$ cat src/rtl/dino_pkg.sv
// Shared game constants and state encoding for the ground/score renderers.
// Latency: n/a. Backpressure: n/a.
package dino_pkg;

  localparam int POS_W           = 10;
  localparam int PATTERN_LEN_DEF = 160;
  localparam int SPEED_INIT_DEF  = 1;
  localparam int SPEED_MAX_DEF   = 8;
  localparam int RAMP_FRAMES_DEF = 600;
  localparam int SCORE_W_DEF     = 16;

  typedef logic [1:0] state_t;

  localparam state_t ST_IDLE = 2'd0;
  localparam state_t ST_RUN  = 2'd1;
  localparam state_t ST_OVER = 2'd2;

  // A one-value counter still needs one bit of storage.
  function automatic int cnt_width(input int n);
    return (n > 1) ? $clog2(n) : 1;
  endfunction

endpackage

$ cat src/rtl/ground_scroll_ctrl_edge_det.sv
// Rise or fall pulse generator on a single-bit level, comb or registered output.
// Latency: 0 cycles (comb) or 1 cycle (REG_OUT). Backpressure: none.
module edge_det #(
  parameter bit   FALL    = 1'b0,
  parameter bit   REG_OUT = 1'b0,
  parameter logic RST_VAL = 1'b0
) (
  input  logic clk,
  input  logic rst,
  input  logic i_sig,
  output logic o_pulse
);

  logic r_sig_q;
  logic r_pulse;
  logic w_pulse;

  assign w_pulse = FALL ? (r_sig_q & ~i_sig) : (i_sig & ~r_sig_q);

  always_ff @(posedge clk or posedge rst) begin
    if (rst) begin
      r_sig_q <= RST_VAL;
      r_pulse <= 1'b0;
    end else begin
      r_sig_q <= i_sig;
      r_pulse <= w_pulse;
    end
  end

  assign o_pulse = REG_OUT ? r_pulse : w_pulse;

endmodule

$ cat src/rtl/ground_scroll_ctrl.sv
// Game sequencer: IDLE/RUN/OVER FSM, per-frame scroll position, speed ramp, score.
// Latency: fresh fall at edge N -> frame_tick in cycle N+1 -> position after N+2. Backpressure: none.
module ground_scroll_ctrl
  import dino_pkg::*;
#(
  parameter int PATTERN_LEN = PATTERN_LEN_DEF,
  parameter int SPEED_INIT  = SPEED_INIT_DEF,
  parameter int SPEED_MAX   = SPEED_MAX_DEF,
  parameter int RAMP_FRAMES = RAMP_FRAMES_DEF,
  parameter int SCORE_W     = SCORE_W_DEF
) (
  input  logic               clk,
  input  logic               rst,
  input  logic               fresh,
  input  logic               start,
  input  logic               collision,
  output logic               game_status,
  output logic               game_over,
  output logic [POS_W-1:0]   ground_position,
  output logic [3:0]         speed,
  output logic [SCORE_W-1:0] score,
  output logic               frame_tick
);

  localparam int                 CNT_W    = cnt_width(RAMP_FRAMES);
  localparam logic [CNT_W-1:0]   CNT_LAST = CNT_W'(RAMP_FRAMES - 1);
  localparam logic [3:0]         SPD_INIT = 4'(SPEED_INIT);
  localparam logic [3:0]         SPD_MAX  = 4'(SPEED_MAX);
  localparam logic [POS_W:0]     PLEN     = (POS_W + 1)'(PATTERN_LEN);

  state_t             r_state;
  logic [POS_W-1:0]   r_pos;
  logic [3:0]         r_speed;
  logic [SCORE_W-1:0] r_score;
  logic [CNT_W-1:0]   r_cnt;

  logic               w_frame_tick;
  logic               w_start_rise;
  logic [POS_W:0]     w_sum;
  logic [POS_W-1:0]   w_pos_next;
  logic               w_score_sat;

  edge_det #(.FALL(1'b1), .REG_OUT(1'b1), .RST_VAL(1'b0)) u_fresh_fall (
    .clk     (clk),
    .rst     (rst),
    .i_sig   (fresh),
    .o_pulse (w_frame_tick)
  );

  // Reset value 1 keeps a start held through reset from launching a game.
  edge_det #(.FALL(1'b0), .REG_OUT(1'b0), .RST_VAL(1'b1)) u_start_rise (
    .clk     (clk),
    .rst     (rst),
    .i_sig   (start),
    .o_pulse (w_start_rise)
  );

  assign w_sum       = {1'b0, r_pos} + {{(POS_W - 3){1'b0}}, r_speed};
  assign w_pos_next  = (w_sum >= PLEN) ? POS_W'(w_sum - PLEN) : POS_W'(w_sum);
  assign w_score_sat = &r_score;

  always_ff @(posedge clk or posedge rst) begin
    if (rst) begin
      r_state <= ST_IDLE;
      r_pos   <= '0;
      r_speed <= SPD_INIT;
      r_score <= '0;
      r_cnt   <= '0;
    end else begin
      case (r_state)
        ST_IDLE, ST_OVER: begin
          if (w_start_rise) begin
            r_state <= ST_RUN;
            r_pos   <= '0;
            r_speed <= SPD_INIT;
            r_score <= '0;
            r_cnt   <= '0;
          end
        end
        ST_RUN: begin
          // Collision wins over a same-cycle tick: the fatal frame is not counted.
          if (collision) begin
            r_state <= ST_OVER;
          end else if (w_frame_tick) begin
            r_pos <= w_pos_next;
            if (!w_score_sat) begin
              r_score <= r_score + 1'b1;
            end
            if (r_cnt == CNT_LAST) begin
              r_cnt <= '0;
              if (r_speed < SPD_MAX) begin
                r_speed <= r_speed + 4'd1;
              end
            end else begin
              r_cnt <= r_cnt + 1'b1;
            end
          end
        end
        default: r_state <= ST_IDLE;
      endcase
    end
  end

  assign game_status     = (r_state == ST_RUN);
  assign game_over       = (r_state == ST_OVER);
  assign ground_position = r_pos;
  assign speed           = r_speed;
  assign score           = r_score;
  assign frame_tick      = w_frame_tick;

endmodule

$ cat config.mk
export PLATFORM = sky130hd
export DESIGN_NAME = ground_scroll_ctrl
export DESIGN_NICKNAME = d
export VERILOG_FILES = /design/src/rtl/dino_pkg.sv /design/src/rtl/ground_scroll_ctrl_edge_det.sv /design/src/rtl/ground_scroll_ctrl.sv
export SDC_FILE = /design/constraint.sdc
export NUM_CORES = 1
export LEC_CHECK = 0
export BUFFER_PORTS_ARGS = -buffer_cell sky130_fd_sc_hd__buf_2
export CAP_MARGIN = 20
export CELL_PAD_IN_SITES_DETAIL_PLACEMENT = 0
export CELL_PAD_IN_SITES_GLOBAL_PLACEMENT = 1
export CORE_MARGIN = 5
export CORE_UTILIZATION = 30
export DETAILED_ROUTE_END_ITERATION = 7
export GPL_ROUTABILITY_DRIVEN = 0
export GPL_TIMING_DRIVEN = 0
export PLACE_DENSITY_LB_ADDON = 0.25
export SYNTH_ARGS = -nofsm -noshare
export SYNTH_HDL_FRONTEND = slang
export SYNTH_HIERARCHICAL = 1
export SYNTH_SLANG_ARGS = --single-unit
$ cat constraint.sdc
create_clock -name clk -period 4.01 [get_ports clk]
set_input_delay 0.401 -clock clk [delete_from_list [all_inputs] [get_ports clk]]
set_output_delay 0.401 -clock clk [all_outputs]
set_load 0.05 [all_outputs]
* Word-level counts from Yosys, hierarchy flattened *
Cells that the tools add are included.

word-level totals
  register bits after elaboration = 45
  input port bits = 5
  output and inout port bits = 33
  word-level logic and storage cells = 60

operators by class
  add/subtract/negate cells = 5
  $lt $le $gt $ge = 2
  equality and inequality tests = 10
  muxes and demuxes = 23
  bitwise operators = 4
  reduce and logical (&&, ||, !) cells = 8

operator list
  kind                     count
  $mux W10                 7
  $mux W16                 4
  $pmux W10 S2             2
  $pmux W16 S2             1
  $mux W4                  5
  $add A16 B1 Y16 const B  1
  $reduce_and A16 Y1       1
  $add A10 B4 Y11          1
  $ge A11 B8 Y1 const B    1
  $add A10 B1 Y10 const B  1
  $eq A10 B10 Y1 const B   1
  $sub A10 B8 Y10 const B  1
  $ne A2 B1 Y1 const B     4
  $pmux W4 S2              1
  $ne A2 B2 Y1 const B     3
  $reduce_and A6 Y1        1
  $reduce_and A5 Y1        1
  $add A4 B1 Y4 const B    1
  $lt A4 B4 Y1 const B     1
  $mux W2                  2
  $pmux W2 S2              1
  $reduce_and A4 Y1        1
  $and A1 B1 Y1            2
  $eq A2 B1 Y1 const B     1
  6 further kinds          7

* Logic depth before layout (Yosys ltp) *
Gate-level depths: netlist of run 1.

  word-level depth = 6
  depth in mapped cells = 13

* Cells and area by module *
Netlist of run 1, hierarchy kept.

by module, submodules not included
  module                   instances  cells an instance  area each (µm²)  seq. area each (µm²)
  ground_scroll_ctrl       1          264                2467.4           1052.3
  edge_det (u_fresh_fall)  1          4                  67.6             50.0
  edge_det (u_start_rise)  1          3                  43.8             26.3

* Least setup slack after synthesis of run 1 *
No wires, ideal clock.

  path kind = register to register
  start = reg r_pos[0] (netlist: ground_position[0])
  end = reg r_pos[8] (netlist: ground_position[8])
  setup time = 67 ps
  arrival time = 3524 ps
  data required time = 3943 ps
  slack = 419 ps
  cell stages (with the launch flop) = 14
  period minus slack after synthesis = 3591 ps
  path through = dfrtp_1 > ha_1 > fa_1 > a211oi_2 > nor2_1 > nand2_1 > xor2_1 > ha_1 > nor2_1 > or4b_2 > nand3_1 > a311oi_1 > or4_1 > nand2_1

on the way
  longest elaborated chain between the ends = 6

RTL lines
  what                                              RTL line                  RTL
  start: declaration                                ground_scroll_ctrl.sv:32  logic [POS_W-1:0] r_pos;
  start signal: assignment                          ground_scroll_ctrl.sv:85  r_pos <= w_pos_next;
  $add A10 B4 Y11 *                                 ground_scroll_ctrl.sv:58  assign w_sum = {1'b0, r_pos} + {{(POS_W - 3){1'b0}}, r_speed};
  $sub A10 B8 Y10 or $ge A11 B8 Y1 (tied branches)  ground_scroll_ctrl.sv:59  assign w_pos_next = (w_sum >= PLEN) ? POS_W'(w_sum - PLEN) : POS_W'(w_sum);
  $mux W10 *                                        ground_scroll_ctrl.sv:59
  $mux W10 *                                        ground_scroll_ctrl.sv:84  end else if (w_frame_tick) begin
  $mux W10 *                                        ground_scroll_ctrl.sv:82  if (collision) begin
  $pmux W10 S2 *                                    ground_scroll_ctrl.sv:70  case (r_state)

Mark *: on every way between the ends. The rest lies on a longest branch, timed or not. The select of a mux whose other input is x is not followed.
A chain may end at the register's enable or synchronous reset.

* Final worst setup path of run 1 *
  start = reg r_speed[1] (netlist: speed[1])
  end = reg r_pos[8] (netlist: ground_position[8])

on the way
  longest elaborated chain between the ends = 6

RTL lines
  what                                              RTL line                  RTL
  start: declaration                                ground_scroll_ctrl.sv:33  logic [3:0] r_speed;
  start signal: assignment                          ground_scroll_ctrl.sv:92  r_speed <= r_speed + 4'd1;
  $add A10 B4 Y11 *                                 ground_scroll_ctrl.sv:58
  $sub A10 B8 Y10 or $ge A11 B8 Y1 (tied branches)  ground_scroll_ctrl.sv:59
  $mux W10 *                                        ground_scroll_ctrl.sv:59
  $mux W10 *                                        ground_scroll_ctrl.sv:84
  $mux W10 *                                        ground_scroll_ctrl.sv:82
  $pmux W10 S2 *                                    ground_scroll_ctrl.sv:70

Marked as above.

==> impl_metrics.yaml, run 1 <==
timing:
  hold_viol: 0
  skew_ns: 0.009821
  finalMaxSlewViolations: 0
  fin_tns_setup_ns: 0
  worst_pin_slew_ns: 0.7914
  rsz0062_at_grt: "false"
  fmax_mhz: 271.1
  fin_crit_sh_pct: 91.98
  slew-limit-headroom_pct: 47.04
  period_needed_ns: 3.689
  setup_viol: 0
clock_network:
  cts_buffers: 5
  cts_setup_buffers: 0
  clock-root-buffer: "clkbuf_8"
  h-tree-depth: 2
  clock_sinks: 45
  tritoncts: "built"
  clk_pin_slew_ns: 0.08
  cts.path.max_buffers: 2
  clk_latency_ns: 0.30
power:
  power.leakage_nw: 1.424
  power_mw: 1.043
  power.density_nw_per_um2: 344.7
  ir_drop_v: 0.0001917
synth:
  syn_avg_cell_area_um2: 9.516
  synth-async-reset-ratio_pct: 100.0
  post-synth-top-area-fraction_pct: 41.73
  synthCells: 271
  ys_seq_elements: 45
  synth_edf_count: 0
  yosys_warnings: 6
  synth_ff_type: "dfrtp_1"
  yosysSeqAreaShare_pct: 43.77
  syn_nets: 285
  synth_top_area_cell: "dfrtp_1"
  yosysUniqueCellTypes: 51
  synthTopCellsByArea: "dfrtp_1 42%, nor2_1 5.7%, xnor2_1 4.8%"
  synth_area_um2: 2579
layout:
  nets: 331
  final_layout_size_suffix_gt1_share_pct: 19.81
  syn2layout_area_growth_pct: 17.37
  diodes: 0
critical_path:
  crit_buf_inv: 1
  cp_top_family: "simple AND/OR/NAND/NOR gates"
  slowest_delay_ns: 0.58
  reg2reg_depth: 12
  cp-start-kind: "register"
  crit_chain: "ha_1, a211oi_1, o21a_1, xnor2_1, inv_1, ha_1, nor2_1, or4b_2, nand3_1, a311oi_1, or4_1, nand2_1"
  endpoint_kind: "register"
  crit_cells: 12
  crit_start: "speed[1]"
  worstPathArrival_ns: 3.92
  timing.rr.start: "speed[1]"
  crit_type: "reg2reg"
  crit_required_ns: 4.25
  worst_path_max_delay_cell: "or4b_2"
  rr_endpoint: "ground_position[8]"
  regToRegSetupSlack_ns: 0.32
  crit_top_cell: "ha_1"
  crit_path_end: "ground_position[8]"
  crit_path_max_fanout: 6
global_routing:
  track_usage_pct: 13.22
  grt_pass1_wl_um: 10900
  grt_overflow_total: 0
  antenna_found_initial: 0
  grt_max_degree: 34
  grt_pass1_vias: 2159
drt:
  wl_met2_um: 3028
  first_pass_iters: 4
  wl_um: 6437
  drtIter0Drc: 145
  viasPerCell: 5.078
  route.met3.wl_um: 184
  wl_met1_um: 3178
  dr_total_vias: 2148
  top_layer_used: "met4"
  drc: 0
  ant_nets: 0
  post_drt_wl_per_cell_um: 15.22
die:
  io_pins: 38
  initial_utilization_pct: 31.07
  core_um2: 8299
  die_y_um: 102.7
  die_w_um: 102.7
  rows: 33
  die_area_um2: 10550
placement:
  port_buffers: 37
  dpl.hpwl_um: 4756
run_status:
  outcome: "completed"
hold_path:
  hp-class: "in2reg"
run:
  cap_violations: 0
## metal layers
layer	GRT usage (%)	vias up
li1	-	1058
met5	0	-
met3	2.706	5
met2	20.95	35
met1	18.08	1050
met4	4.238	0
## metrics by stage
stage	util (%)	instance area (µm²)	instances	hold slack, ns	worst slack [ns]
2_1_floorplan	-	2579	271	0.1422	0.4186
5_1_grt	36.47	3027	423	0.1858	0.1137
6_report	36.47	3027	423	0.2077	0.3214
3_3_place_gp	34.89	2895	413	0.2704	0.3562
3_5_place_dp	35.13	2915	414	0.2840	0.3593
4_1_cts	36.47	3027	423	0.1927	0.3137
## final cells by class
type                            count  area, µm²
Fill cell                         839       5273
Multi-Input combinational cell    210       1384
Sequential cell                    45       1129
Timing Repair Buffer               39      215.2
Tap cell                          105      131.4
Clock buffer                        7      96.34
Inverter                            9      33.78
Buffer                              7      32.53
Clock inverter                      1      5.005
## worst min-delay path by stage
stage,from,to,cells past startpoint
3_5_place_dp,rst,u_fresh_fall/r_sig_q,2
4_1_cts,start,u_start_rise/r_sig_q,1
2_1_floorplan,rst,u_fresh_fall/o_pulse,1
6_report,start,u_start_rise/r_sig_q,1
3_3_place_gp,rst,u_fresh_fall/r_sig_q,2
5_1_grt,start,u_start_rise/r_sig_q,1
## cell families after synthesis
logic type,count (synthesis),synth area share (%)
flops,45,43.77
compound gates,49,14.41
simple gates,121,23.77
buf+inv,16,2.571
xor+xnor,26,8.831
mux,5,1.989
fa+ha+maj,9,4.658
## synthesized netlist by cell type, drive strengths merged, types with 2 or more instances
cell type / instances
a211oi: 3
a21oi: 5
a22o: 7
a32o: 3
a32oi: 3
and3: 2
buf: 3
clkbuf: 4
dfrtp: 43
dfstp: 2
ha: 8
inv: 9
mux2i: 4
nand2: 29
nand2b: 3
nand3: 11
nand4: 6
nor2: 39
nor2b: 5
nor3: 7
o211ai: 2
o21ai: 17
o31ai: 2
or2: 3
or3: 4
or4: 3
or4b: 3
xnor2: 14
xor2: 12
## state kept, by name, summed over array words and instances, names as in the netlist
register              flops
score                    16
u_fresh_fall/r_sig_q      1
u_fresh_fall/o_pulse      1
u_start_rise/r_sig_q      1
r_state                   2
ground_position          10
r_cnt                    10
speed                     4
## where the power goes
| part | switching (mW) | internal [mW] |
|---|---|---|
| clock | 0.158 | 0.156 |
| combinational | 0.158 | 0.0613 |
| sequential | 0.0301 | 0.480 |
| total | 0.346 | 0.698 |
## cells in the final DEF (no fill, tap or decap), types with 4 or more instances in the layout
master	instances
o21ai_0	9
clkbuf_1	4
xnor2_1	14
a21oi_1	5
nor3_1	7
buf_2	39
inv_1	8
dfrtp_1	43
nand2_1	29
nor2_1	39
a22o_1	7
o21ai_1	8
nand4_1	6
nand3_1	11
mux2i_1	4
xor2_1	12
clkbuf_8	7
or3_1	4
ha_1	8
## timing repair
action | 4_1_cts | 5_1_grt
hold buffers | 1 | 0
resized for setup | 0 | 0
endpoints found under the hold margin | 2 | 0
Note: power is estimated with default switching activity, not from simulation.
==> run 2: changes to the inputs <==
Settings changed: PLACE_DENSITY_LB_ADDON 0.25 to 0.15.
==> run 2 against run 1 <==
Clock skew down 0.0031 ns. Largest cell class unchanged. Sequential power about the same. Cell count unchanged. Highest routed layer unchanged. Utilization up 0.060 points. First-iteration DRC count down 39%. Global-route usage up 0.61 points. Sequential share of layout area down 0.062 points. Clock-buffer cell count unchanged. Critical path depth up 1. Non-clock buffer count unchanged. Wire length up 2.0%.
==> impl_metrics.yaml, run 2 (synthesis results as in run 1) <==
run_status:
  outcome: "completed"
power:
  p_comb_share_pct: 20.9
  ir_drop_v: 0.0001753
  power_frac_clock_pct: 30.5
  power.leakage_nw: 1.425
  p_switching_uw: 351.0
  power.density_nw_per_um2: 346.1
  seqPwrFrac_pct: 48.7
  intPower_uw: 698.3
  p_sw_share_pct: 33.45
critical_path:
  cp-start-kind: "register"
  worstPathArrival_ns: 3.96
  crit_type: "reg2reg"
  crit_start: "ground_position[0]"
  reg2reg_depth: 13
  crit_required_ns: 4.25
  timing.rr.start: "ground_position[0]"
  rr_endpoint: "ground_position[9]"
  crit_path_max_fanout: 6
  endpoint_kind: "register"
  regToRegSetupSlack_ns: 0.29
layout:
  final_common_cell: "dfrtp_1"
  mostFrequentLayoutCells: "43 x dfrtp_1, 39 x buf_2, 39 x nor2_1"
  syn2layout_area_growth_pct: 17.56
  largest_register_ffs: 16
  nets: 331
  diodes: 0
  final_layout_size_suffix_gt1_share_pct: 20.13
  final_util_pct: 36.53
clock_network:
  tritoncts: "built"
  cts.path.max_buffers: 2
  cts_buffers: 5
  clock_sinks: 45
  h-tree-depth: 2
  clk_latency_ns: 0.30
  clock-root-buffer: "clkbuf_8"
  cts_setup_buffers: 0
  clk_pin_slew_ns: 0.09
die:
  core_um2: 8299
  die_w_um: 102.7
  die_y_um: 102.7
  die_area_um2: 10550
  initial_utilization_pct: 31.07
  io_pins: 38
  rows: 33
timing:
  skew_ns: 0.006717
  finalMaxSlewViolations: 0
  fmax_mhz: 269.0
  setup_viol: 0
  whs_ns: 0.2065
  fin_ws_ns: 0.2927
  hold_viol: 0
  period_needed_ns: 3.717
  worst_pin_slew_ns: 0.7924
  fin_crit_sh_pct: 92.70
  rsz0062_at_grt: "false"
  slew-limit-headroom_pct: 46.98
  fin_tns_setup_ns: 0
drt:
  ant_nets: 0
  drtIter0Drc: 88
  wl_um: 6565
  dr_total_vias: 2158
  first_pass_iters: 4
  post_drt_wl_per_cell_um: 15.52
  drc: 0
  viasPerCell: 5.102
placement:
  dpl.hpwl_um: 4875
  port_buffers: 37
  place_ws_ns: 0.3238
hold_path:
  worstHoldPathCells: 1
  min_from: "start"
  min_to: "u_start_rise/r_sig_q"
  hp-class: "in2reg"
global_routing:
  track_usage_pct: 13.83
  grt_overflow_total: 0
  antenna_found_initial: 0
  grt_pass1_vias: 2182
  grt_max_degree: 33
  grt_pass1_wl_um: 11360
run:
  cap_violations: 0
[run 2: worst max path at each step]
stage,to
global placement,ground_position[9]
detailed placement,ground_position[9]
finish,ground_position[9]
floorplan,ground_position[8]
CTS,ground_position[9]
global route,ground_position[9]
[run 2: layout make-up]
class / instances / area [µm²]
Tap cell: 105 / 131.4
Inverter: 9 / 33.78
Multi-Input combinational cell: 210 / 1389
Fill cell: 873 / 5268
Timing Repair Buffer: 39 / 215.2
Buffer: 7 / 32.53
Clock inverter: 1 / 5.005
Clock buffer: 7 / 96.34
Sequential cell: 45 / 1129
[run 2: worst max-delay path, cell delays in order, from the launching register on]
cell and delay [ns]:
dfrtp_1 0.41, ha_1 0.24, fa_1 0.42, a211oi_2 0.43
nor2_1 0.17, nand2_1 0.12, xor2_1 0.08, ha_1 0.26
nor2_1 0.09, or4b_2 0.58, nand3_1 0.13, a311oi_1 0.10
or4_1 0.54, nand2_1 0.08
[run 2: power by group through the flow]
stage	Sequential [mW]	Clock [mW]	Combinational (mW)
after floorplan	0.571	0	0.105
after global placement	0.520	0	0.215
after detailed placement	0.520	0	0.221
after CTS	0.511	0.334	0.222
after global routing	0.517	0.357	0.242
final	0.511	0.320	0.219
[run 2: metrics by stage]
stage               cells  power [mW]  area, µm²
floorplan             271      0.6759       2579
global placement      413      0.7356       2895
detailed placement    414      0.7410       2915
CTS                   423       1.068       3027
global route          423       1.116       3032
finish                423       1.049       3032
[run 2: routing by layer]
layer	wire, µm	GRT usage [%]
met5	0	0
met1	3268	20.19
met2	2981	21.10
met3	252	2.639
met4	62	3.330
[run 2: timing repair]
item                                    4_1_cts  5_1_grt
resized for setup                             0        1
endpoints found under the setup margin        0        1
hold buffers                                  1        0
endpoints found under the hold margin         2        0
